**src/rtl/mq_pass_length_recorder_pkg.sv**
```systemverilog
// Shared definitions for the MQ pass-length recorder: pass codes, FSM states,
// default widths and record layout helpers.
package mq_pass_length_recorder_pkg;

  localparam int CNT_W_DEF      = 16;
  localparam int BP_W_DEF       = 5;
  localparam int FIFO_DEPTH_DEF = 4;
  localparam int REC_PASS_W     = 2;

  localparam logic [REC_PASS_W-1:0] PASS_FINAL = 2'b00;
  localparam logic [REC_PASS_W-1:0] PASS_SP    = 2'b01;
  localparam logic [REC_PASS_W-1:0] PASS_MRP   = 2'b10;
  localparam logic [REC_PASS_W-1:0] PASS_CP    = 2'b11;

  typedef enum logic [1:0] {
    IDLE,
    RUN,
    FLUSH,
    DONE
  } state_t;

  // Record is {last, pass, bp, len}; len occupies the LSBs.
  function automatic int rec_last_bit(int cnt_w, int bp_w);
    return cnt_w + bp_w + REC_PASS_W;
  endfunction

  function automatic int rec_bp_lsb(int cnt_w);
    return cnt_w;
  endfunction

endpackage

```
**src/rtl/mq_pass_length_recorder_if.sv**
```systemverilog
// Pass-record handshake between the recorder (master) and the packet-header
// builder (slave).
interface mq_pass_length_recorder_if #(
  parameter int CNT_W = 16,
  parameter int BP_W  = 5
);
  localparam int REC_W = 3 + BP_W + CNT_W;

  logic             rec_valid;
  logic             rec_ready;
  logic [REC_W-1:0] rec_data;

  modport master (output rec_valid, output rec_data, input rec_ready);
  modport slave  (input rec_valid, input rec_data, output rec_ready);
endinterface

```
**src/rtl/mq_pass_length_recorder_rec_fifo.sv**
```systemverilog
// Small synchronous record FIFO with a registered head; a pushed entry becomes
// visible at the head one cycle after the push.
module mq_pass_length_recorder_rec_fifo #(
  parameter int WIDTH = 24,
  parameter int DEPTH = 4
) (
  input  logic             clk,
  input  logic             rst,
  input  logic             clr,
  input  logic             push,
  input  logic [WIDTH-1:0] push_data,
  input  logic             pop_ready,
  output logic             space,
  output logic             head_valid,
  output logic [WIDTH-1:0] head_data
);
  localparam int AW = $clog2(DEPTH);
  localparam logic [AW:0] FULL_CNT = (AW+1)'(DEPTH);

  logic [WIDTH-1:0] mem [DEPTH];
  logic [AW-1:0]    wr_ptr_reg, rd_ptr_reg, rd_ptr_next;
  logic [AW:0]      count_reg, count_next;
  logic             head_valid_reg;
  logic [WIDTH-1:0] head_data_reg;
  logic             pop, push_ok;

  // A full FIFO still takes a push when the head leaves in the same cycle.
  assign pop         = head_valid_reg & pop_ready;
  assign space       = (count_reg != FULL_CNT) | pop;
  assign push_ok     = push & space;
  assign rd_ptr_next = rd_ptr_reg + AW'(pop);
  assign count_next  = count_reg + (AW+1)'(push_ok) - (AW+1)'(pop);

  always_ff @(posedge clk) begin
    if (push_ok) mem[wr_ptr_reg] <= push_data;
  end

  always_ff @(posedge clk or negedge rst) begin
    if (!rst) begin
      wr_ptr_reg     <= '0;
      rd_ptr_reg     <= '0;
      count_reg      <= '0;
      head_valid_reg <= 1'b0;
      head_data_reg  <= '0;
    end else if (clr) begin
      wr_ptr_reg     <= '0;
      rd_ptr_reg     <= '0;
      count_reg      <= '0;
      head_valid_reg <= 1'b0;
      head_data_reg  <= '0;
    end else begin
      wr_ptr_reg     <= wr_ptr_reg + AW'(push_ok);
      rd_ptr_reg     <= rd_ptr_next;
      count_reg      <= count_next;
      head_valid_reg <= (count_next != '0);
      // Bypass when the entry being written is the next head.
      head_data_reg  <= (push_ok && (rd_ptr_next == wr_ptr_reg)) ? push_data : mem[rd_ptr_next];
    end
  end

  assign head_valid = head_valid_reg;
  assign head_data  = head_data_reg;

endmodule

```
**src/rtl/mq_pass_length_recorder.sv**
```systemverilog
// Counts MQ output bytes per code-block and queues one record per pass end,
// plus a final record after the code-block flush.
module mq_pass_length_recorder
  import mq_pass_length_recorder_pkg::*;
#(
  parameter int CNT_W      = CNT_W_DEF,
  parameter int BP_W       = BP_W_DEF,
  parameter int FIFO_DEPTH = FIFO_DEPTH_DEF
) (
  input  logic                      clk,
  input  logic                      rst,
  input  logic                      rst_syn,
  input  logic                      cb_start,
  input  logic [BP_W-1:0]           msb_bp,
  input  logic                      byte_valid,
  input  logic                      word_last_sp,
  input  logic                      word_last_mrp,
  input  logic                      word_last_cp,
  input  logic                      bp_code_over,
  mq_pass_length_recorder_if.master rec,
  output logic                      cb_done,
  output logic                      rec_err
);
  localparam int REC_W    = 3 + BP_W + CNT_W;
  localparam int LAST_BIT = rec_last_bit(CNT_W, BP_W);

  state_t           state_reg, state_next;
  logic [CNT_W-1:0] byte_cnt_reg, byte_cnt_next, cnt_inc, len_now;
  logic [BP_W-1:0]  bp_reg, bp_next;
  logic [2:0]       wl_now, wl_reg, rise;
  logic             cb_done_reg, cb_done_next, rec_err_reg, err_set;
  logic             pass_end, multi_edge, cnt_max, final_pop, fifo_space, push;
  logic [1:0]       pass_sel;
  logic [REC_W-1:0] push_data;

  assign wl_now = {word_last_cp, word_last_mrp, word_last_sp};

  genvar gi;
  generate
    for (gi = 0; gi < 3; gi++) begin : g_edge
      assign rise[gi] = wl_now[gi] & ~wl_reg[gi];
    end
  endgenerate

  assign pass_end   = |rise;
  assign multi_edge = (rise[0] & rise[1]) | (rise[0] & rise[2]) | (rise[1] & rise[2]);
  assign pass_sel   = rise[0] ? PASS_SP : (rise[1] ? PASS_MRP : PASS_CP);
  assign cnt_max    = &byte_cnt_reg;
  assign cnt_inc    = cnt_max ? byte_cnt_reg : byte_cnt_reg + CNT_W'(1);
  // Pass length includes a byte emitted in the terminating cycle.
  assign len_now    = byte_valid ? cnt_inc : byte_cnt_reg;
  assign final_pop  = rec.rec_valid & rec.rec_ready & rec.rec_data[LAST_BIT];

  always_ff @(posedge clk or negedge rst) begin
    if (!rst)         state_reg <= IDLE;
    else if (rst_syn) state_reg <= IDLE;
    else              state_reg <= state_next;
  end

  always_comb begin : next_state
    state_next = state_reg;
    if (cb_start) begin
      state_next = RUN;
    end else begin
      case (state_reg)
        RUN:     if (bp_code_over) state_next = (pass_end || !fifo_space) ? FLUSH : DONE;
        FLUSH:   if (fifo_space) state_next = DONE;
        DONE:    if (final_pop) state_next = IDLE;
        default: ;
      endcase
    end
  end

  always_comb begin : outputs
    push          = 1'b0;
    push_data     = '0;
    byte_cnt_next = byte_cnt_reg;
    bp_next       = bp_reg;
    cb_done_next  = cb_done_reg;
    err_set       = 1'b0;
    if (cb_start) begin
      byte_cnt_next = '0;
      bp_next       = msb_bp;
      cb_done_next  = 1'b0;
      err_set       = (state_reg != IDLE);
    end else begin
      case (state_reg)
        IDLE: err_set = byte_valid | pass_end | bp_code_over;
        RUN: begin
          if (byte_valid) begin
            byte_cnt_next = cnt_inc;
            if (cnt_max) err_set = 1'b1;
          end
          if (pass_end) begin
            push      = 1'b1;
            push_data = {1'b0, pass_sel, bp_reg, len_now};
            if (multi_edge || !fifo_space) err_set = 1'b1;
            if (pass_sel == PASS_CP && bp_reg != '0) bp_next = bp_reg - BP_W'(1);
          end else if (bp_code_over && fifo_space) begin
            push      = 1'b1;
            push_data = {1'b1, PASS_FINAL, bp_reg, len_now};
          end
        end
        FLUSH: begin
          // The final record waits here for space rather than being dropped.
          if (fifo_space) begin
            push      = 1'b1;
            push_data = {1'b1, PASS_FINAL, bp_reg, byte_cnt_reg};
          end
        end
        DONE: if (final_pop) cb_done_next = 1'b1;
        default: ;
      endcase
    end
  end

  always_ff @(posedge clk or negedge rst) begin
    if (!rst) begin
      byte_cnt_reg <= '0;
      bp_reg       <= '0;
      wl_reg       <= '0;
      cb_done_reg  <= 1'b0;
      rec_err_reg  <= 1'b0;
    end else if (rst_syn) begin
      byte_cnt_reg <= '0;
      bp_reg       <= '0;
      wl_reg       <= '0;
      cb_done_reg  <= 1'b0;
      rec_err_reg  <= 1'b0;
    end else begin
      byte_cnt_reg <= byte_cnt_next;
      bp_reg       <= bp_next;
      wl_reg       <= wl_now;
      cb_done_reg  <= cb_done_next;
      rec_err_reg  <= rec_err_reg | err_set;
    end
  end

  mq_pass_length_recorder_rec_fifo #(
    .WIDTH (REC_W),
    .DEPTH (FIFO_DEPTH)
  ) u_fifo (
    .clk        (clk),
    .rst        (rst),
    .clr        (rst_syn),
    .push       (push),
    .push_data  (push_data),
    .pop_ready  (rec.rec_ready),
    .space      (fifo_space),
    .head_valid (rec.rec_valid),
    .head_data  (rec.rec_data)
  );

  assign cb_done = cb_done_reg;
  assign rec_err = rec_err_reg;

endmodule

```
**src/flat_wrapper.sv**
```systemverilog
// flat-port wrapper written by rule: the top's interface ports become plain ports
module mq_pass_length_recorder_flat import mq_pass_length_recorder_pkg::*;
#(
  parameter int CNT_W      = CNT_W_DEF,
  parameter int BP_W       = BP_W_DEF,
  parameter int FIFO_DEPTH = FIFO_DEPTH_DEF
)
  (clk, rst, rst_syn, cb_start, msb_bp, byte_valid, word_last_sp, word_last_mrp, word_last_cp, bp_code_over, cb_done, rec_err, rec_rec_valid, rec_rec_data, rec_rec_ready);
  mq_pass_length_recorder_if #(.CNT_W(CNT_W), .BP_W(BP_W)) rec_i ();
  input  logic clk;
  input  logic rst;
  input  logic rst_syn;
  input  logic cb_start;
  input  logic [BP_W-1:0] msb_bp;
  input  logic byte_valid;
  input  logic word_last_sp;
  input  logic word_last_mrp;
  input  logic word_last_cp;
  input  logic bp_code_over;
  output logic cb_done;
  output logic rec_err;
  output wire logic [$bits(rec_i.rec_valid)-1:0] rec_rec_valid;
  output wire logic [$bits(rec_i.rec_data)-1:0] rec_rec_data;
  input wire logic [$bits(rec_i.rec_ready)-1:0] rec_rec_ready;
  assign rec_rec_valid = rec_i.rec_valid;
  assign rec_rec_data = rec_i.rec_data;
  assign rec_i.rec_ready = rec_rec_ready;
  mq_pass_length_recorder #(.CNT_W(CNT_W), .BP_W(BP_W), .FIFO_DEPTH(FIFO_DEPTH)) u_core (.clk(clk), .rst(rst), .rst_syn(rst_syn), .cb_start(cb_start), .msb_bp(msb_bp), .byte_valid(byte_valid), .word_last_sp(word_last_sp), .word_last_mrp(word_last_mrp), .word_last_cp(word_last_cp), .bp_code_over(bp_code_over), .rec(rec_i), .cb_done(cb_done), .rec_err(rec_err));
endmodule
```
**config.mk**
```make
export PLATFORM = sky130hd
export DESIGN_NAME = mq_pass_length_recorder_flat
export DESIGN_NICKNAME = d
export VERILOG_FILES = /design/src/rtl/mq_pass_length_recorder_pkg.sv /design/src/rtl/mq_pass_length_recorder_if.sv /design/src/rtl/mq_pass_length_recorder_rec_fifo.sv /design/src/rtl/mq_pass_length_recorder.sv /design/src/flat_wrapper.sv
export SDC_FILE = /design/constraint.sdc
export NUM_CORES = 1
export LEC_CHECK = 0
export BUFFER_PORTS_ARGS = -buffer_cell sky130_fd_sc_hd__buf_2
export CORE_ASPECT_RATIO = 0.75
export CORE_MARGIN = 2
export CORE_UTILIZATION = 45
export CTS_BUF_LIST = sky130_fd_sc_hd__clkbuf_4
export CTS_CLUSTER_DIAMETER = 200
export DETAILED_ROUTE_END_ITERATION = 8
export MAX_ROUTING_LAYER = met4
export PLACE_DENSITY = 0.61
export SLEW_MARGIN = 0
export SYNTH_ARGS = -nofsm -noshare
export SYNTH_HDL_FRONTEND = slang
export SYNTH_HIERARCHICAL = 1
export SYNTH_SLANG_ARGS = --single-unit
```
**constraint.sdc**
```tcl
create_clock -name clk -period 4.9 [get_ports clk]
set_input_delay 0.735 -clock clk [delete_from_list [all_inputs] [get_ports clk]]
set_output_delay 0.735 -clock clk [all_outputs]
set_load 0.02 [all_outputs]
```
==> impl_metrics.csv <==
group,metric,value,unit
status,outcome,"complete, no violations",
sta,rsz0062_at_grt,"false",
sta,slew_headroom,24.6,%
global_route,grt_antenna_before_repair,0,
cts,clk_pin_slew,0.13,ns
place,dp.cells,791,
cts,postCtsSetupBuffers,0,
synthesis,synth_top_family_by_area,"simple AND/OR/NAND/NOR gates",
cts,clock_path_buffers,2,
setup_path,reg2reg_to,"u_core/u_fifo/mem[1][5]",
layout,largest_register_ffs,96,
setup_path,path_class,"flop to flop",
setup_path,cp_data_required_time,5.16,ns
hold_path,holdCritPathClass,"input port to async pin",
synthesis,seq_area_frac_synth,58.5,%
global_route,grtUsageTotal,20.8,%
sta,fin_crit,3.65,ns
sta,fmax,274,MHz
synthesis,async_reset_ff_share,38.5,%
synthesis,synthesis.area,7490,sq um
cts,cts_hold_buf,0,
synthesis,ys.flop_type,"edfxtp_1",
floorplan,num_rows,40,
synthesis,synth_xor_xnor_area_share,2.04,%
drt,routedWlPerCell,20.3,microns
layout,antennaDiodeCount,0,
setup_path,timing.rr.start,"u_core/state_reg[1]",
layout,final_nets,627,
setup_path,start_kind,"flop",
setup_path,reg2reg_slack,1.25,ns
sta,worst_slew_pin_slew,1.12,ns
sta,finClkSkew,0.0206,ns
sta,timing.hold.ws,0.316,ns
synthesis,synth_compound_area_share,11.4,%
synthesis,synthCells,562,
global_route,grt_first_pass_wirelength,26.9,mm
floorplan,die_height,116,microns
drt,drtIter0Drc,404,
layout,fillers,1372,
synthesis,synth_cell_types,71,
power,peakVddDrop,0.211,mV
sta,drv_slew,0,
cts,cts_tree,"built",
setup_path,worstRegToRegCells,11,
floorplan,pin_count,42,
layout,multi_input_area,2830,sq um
synthesis,synth_area_per_cell,13.3,sq um
global_route,overflow,0,
place,dp_hpwl,11.3,mm
synthesis,yosys.area.top_type,"edfxtp_1",
global_route,grt_max_degree,61,
sta,finalHoldViolations,0,
flow_run,drv_cap,0,
drt,vias_per_cell,5.89,
sta,period_share,74.4,%
place,port_buffers,41,
synthesis,synth_nets,589,
floorplan,die_area,17700,sq um
synthesis,synth_mux_area_share,8.17,%
cts,htreeDepth,4,
cts,cts_resized,0,
drt,via_count,4844,
floorplan,start_util,46.3,%
global_route,grt_pass1_vias,4776,
sta,setup_tns,0,ns
layout,area_delta_synth_final,9.82,%
synthesis,synth_edf_count,96,
drt,antenna_left,0,
cts,cts_buffers,17,
drt,wirelength,16.7,mm
synthesis,synth-seq-cells,156,
cts,clock-root-buffer,"clkbuf_4",
synthesis,synth_top_area_share,38.5,%
power,pwr_density_cell,405,nW/um^2
floorplan,core_area,16200,sq um
synthesis,synth-simple-area-share,13.7,%
floorplan,die_w,153,microns
setup_path,worstPathArrival,3.91,ns
layout,seqCellArea,4380,sq um
cts,clock_latency,0.57,ns
synthesis,ys_warn_count,6,
drt,dr.pass1.iters,6,
cts,cts_sinks,156,
synthesis,synthAdderAreaFrac,2.24,%
setup_path,crit_path_end_kind,"flop",
drt,drc,0,
place,routabilityCongestion,0.861,
layout,stdcell_count,823,
synthesis,synth.area.top_cells,"edfxtp_1 38%, dfrtp_1 20%, mux4_2 3.9%",
setup_path,critPathMaxFanout,27,
layout,drive_gt1_share,25.0,%
sta,setup_violations,0,
power,power.leakage,2.80,nW
==> Yosys cell counts (3+ instances only) <==
cell	n
a211oi_1	5
a21oi_1	17
a21oi_2	20
a22oi_1	5
a31oi_1	4
and2_1	8
and3_1	3
and4_1	4
buf_2	7
buf_4	7
buf_6	7
clkbuf_1	10
dfrtp_1	60
edfxtp_1	96
ha_1	11
inv_1	18
mux2i_1	3
mux4_1	11
mux4_2	13
nand2_1	30
nand2b_1	5
nand3_1	14
nand3_2	21
nand4_1	5
nor2_1	34
nor2b_1	9
nor3_1	20
nor4_1	5
o21ai_0	15
o21ai_1	23
o2bb2ai_1	5
o31ai_1	4
or3_1	3
xnor2_1	12
==> worst max-delay path by stage <==
stage                              startpoint                       end  slack, ns  cells past startpoint
final                     u_core/state_reg[1]   u_core/u_fifo/mem[1][5]       1.25                     11
after global routing      u_core/state_reg[1]  u_core/u_fifo/mem[1][16]       1.02                     11
after CTS                 u_core/state_reg[1]  u_core/u_fifo/mem[1][16]       1.22                     11
after detailed placement        rec_rec_ready   u_core/u_fifo/mem[3][3]       0.95                     11
after global placement          rec_rec_ready   u_core/u_fifo/mem[3][5]       0.98                     11
after floorplan                 rec_rec_ready   u_core/u_fifo/mem[2][0]       0.48                     10
==> per-layer routing <==
metal / up-vias / wire [microns] / GRT usage, %
met1: 2464 / 8040 / 29.3
met5: - / 0 / -
met4: 0 / 161 / 5.80
met2: 154 / 7670 / 30.9
met3: 13 / 878 / 4.34
li1: 2213 / - / -
==> final cells by class <==
cell class / instances / share of cell area [%]
Clock buffer: 19 / 1.73
Clock inverter: 13 / 2.87
Tap cell: 210 / 3.19
Sequential cell: 156 / 53.3
Multi-Input combinational cell: 352 / 34.3
Inverter: 19 / 0.867
Timing Repair Buffer: 54 / 3.68
==> metrics by stage <==
| stage | instance area [sq um] | worst slack, ns | total power [mW] | utilization, % |
|---|---|---|---|---|
| 2_1_floorplan | 7490 | 0.485 | 2.21 | - |
| 3_3_place_gp | 7850 | 0.979 | 2.36 | 48.5 |
| 3_5_place_dp | 7850 | 0.950 | 2.37 | 48.5 |
| 4_1_cts | 8230 | 1.22 | 3.36 | 50.9 |
| 5_1_grt | 8230 | 1.02 | 3.50 | 50.9 |
| 6_report | 8230 | 1.25 | 3.33 | 50.9 |
==> power by group <==
group	internal, mW	total [mW]	switching, mW
clock network	0.525	0.992	0.467
logic	0.304	0.817	0.513
registers	1.48	1.52	0.0443
==> logic make-up after synthesis <==
family,Yosys count
compound gates,120
xor+xnor,15
fa+ha+maj,13
buf+inv,54
flops,156
mux,27
simple gates,177
==> worst max-delay path, stage by stage, from the launching register on <==
cell	delay, ns
dfrtp_1	0.43
inv_1	0.09
ha_1	0.51
and3b_1	0.31
o41ai_4	0.14
nand2_1	0.13
a21bo_1	0.23
buf_4	0.24
inv_2	0.31
nand2_1	0.11
nor2_2	0.49
buf_4	0.35
==> cells in the final DEF (no fill, tap or decap), types with 3 or more instances in the layout <==
cell type and n:
a211oi_1 5, a21oi_1 17, a21oi_2 20, a22oi_1 5, a31oi_1 4, and2_1 8, and3_1 3, and4_1 4
buf_2 41, buf_4 13, bufinv_16 6, clkbuf_4 19, dfrtp_1 60, edfxtp_1 96, ha_1 11, inv_1 18
inv_6 4, mux2i_1 3, mux4_1 11, mux4_2 13, nand2_1 30, nand2b_1 5, nand3_1 14, nand3_2 21
nand4_1 5, nor2_1 33, nor2b_1 9, nor3_1 19, nor4_1 5, o21ai_0 15, o21ai_1 23, o2bb2ai_1 5
o31ai_1 4, or3_1 3, xnor2_1 12
Note: power is estimated with default switching activity, not from simulation.
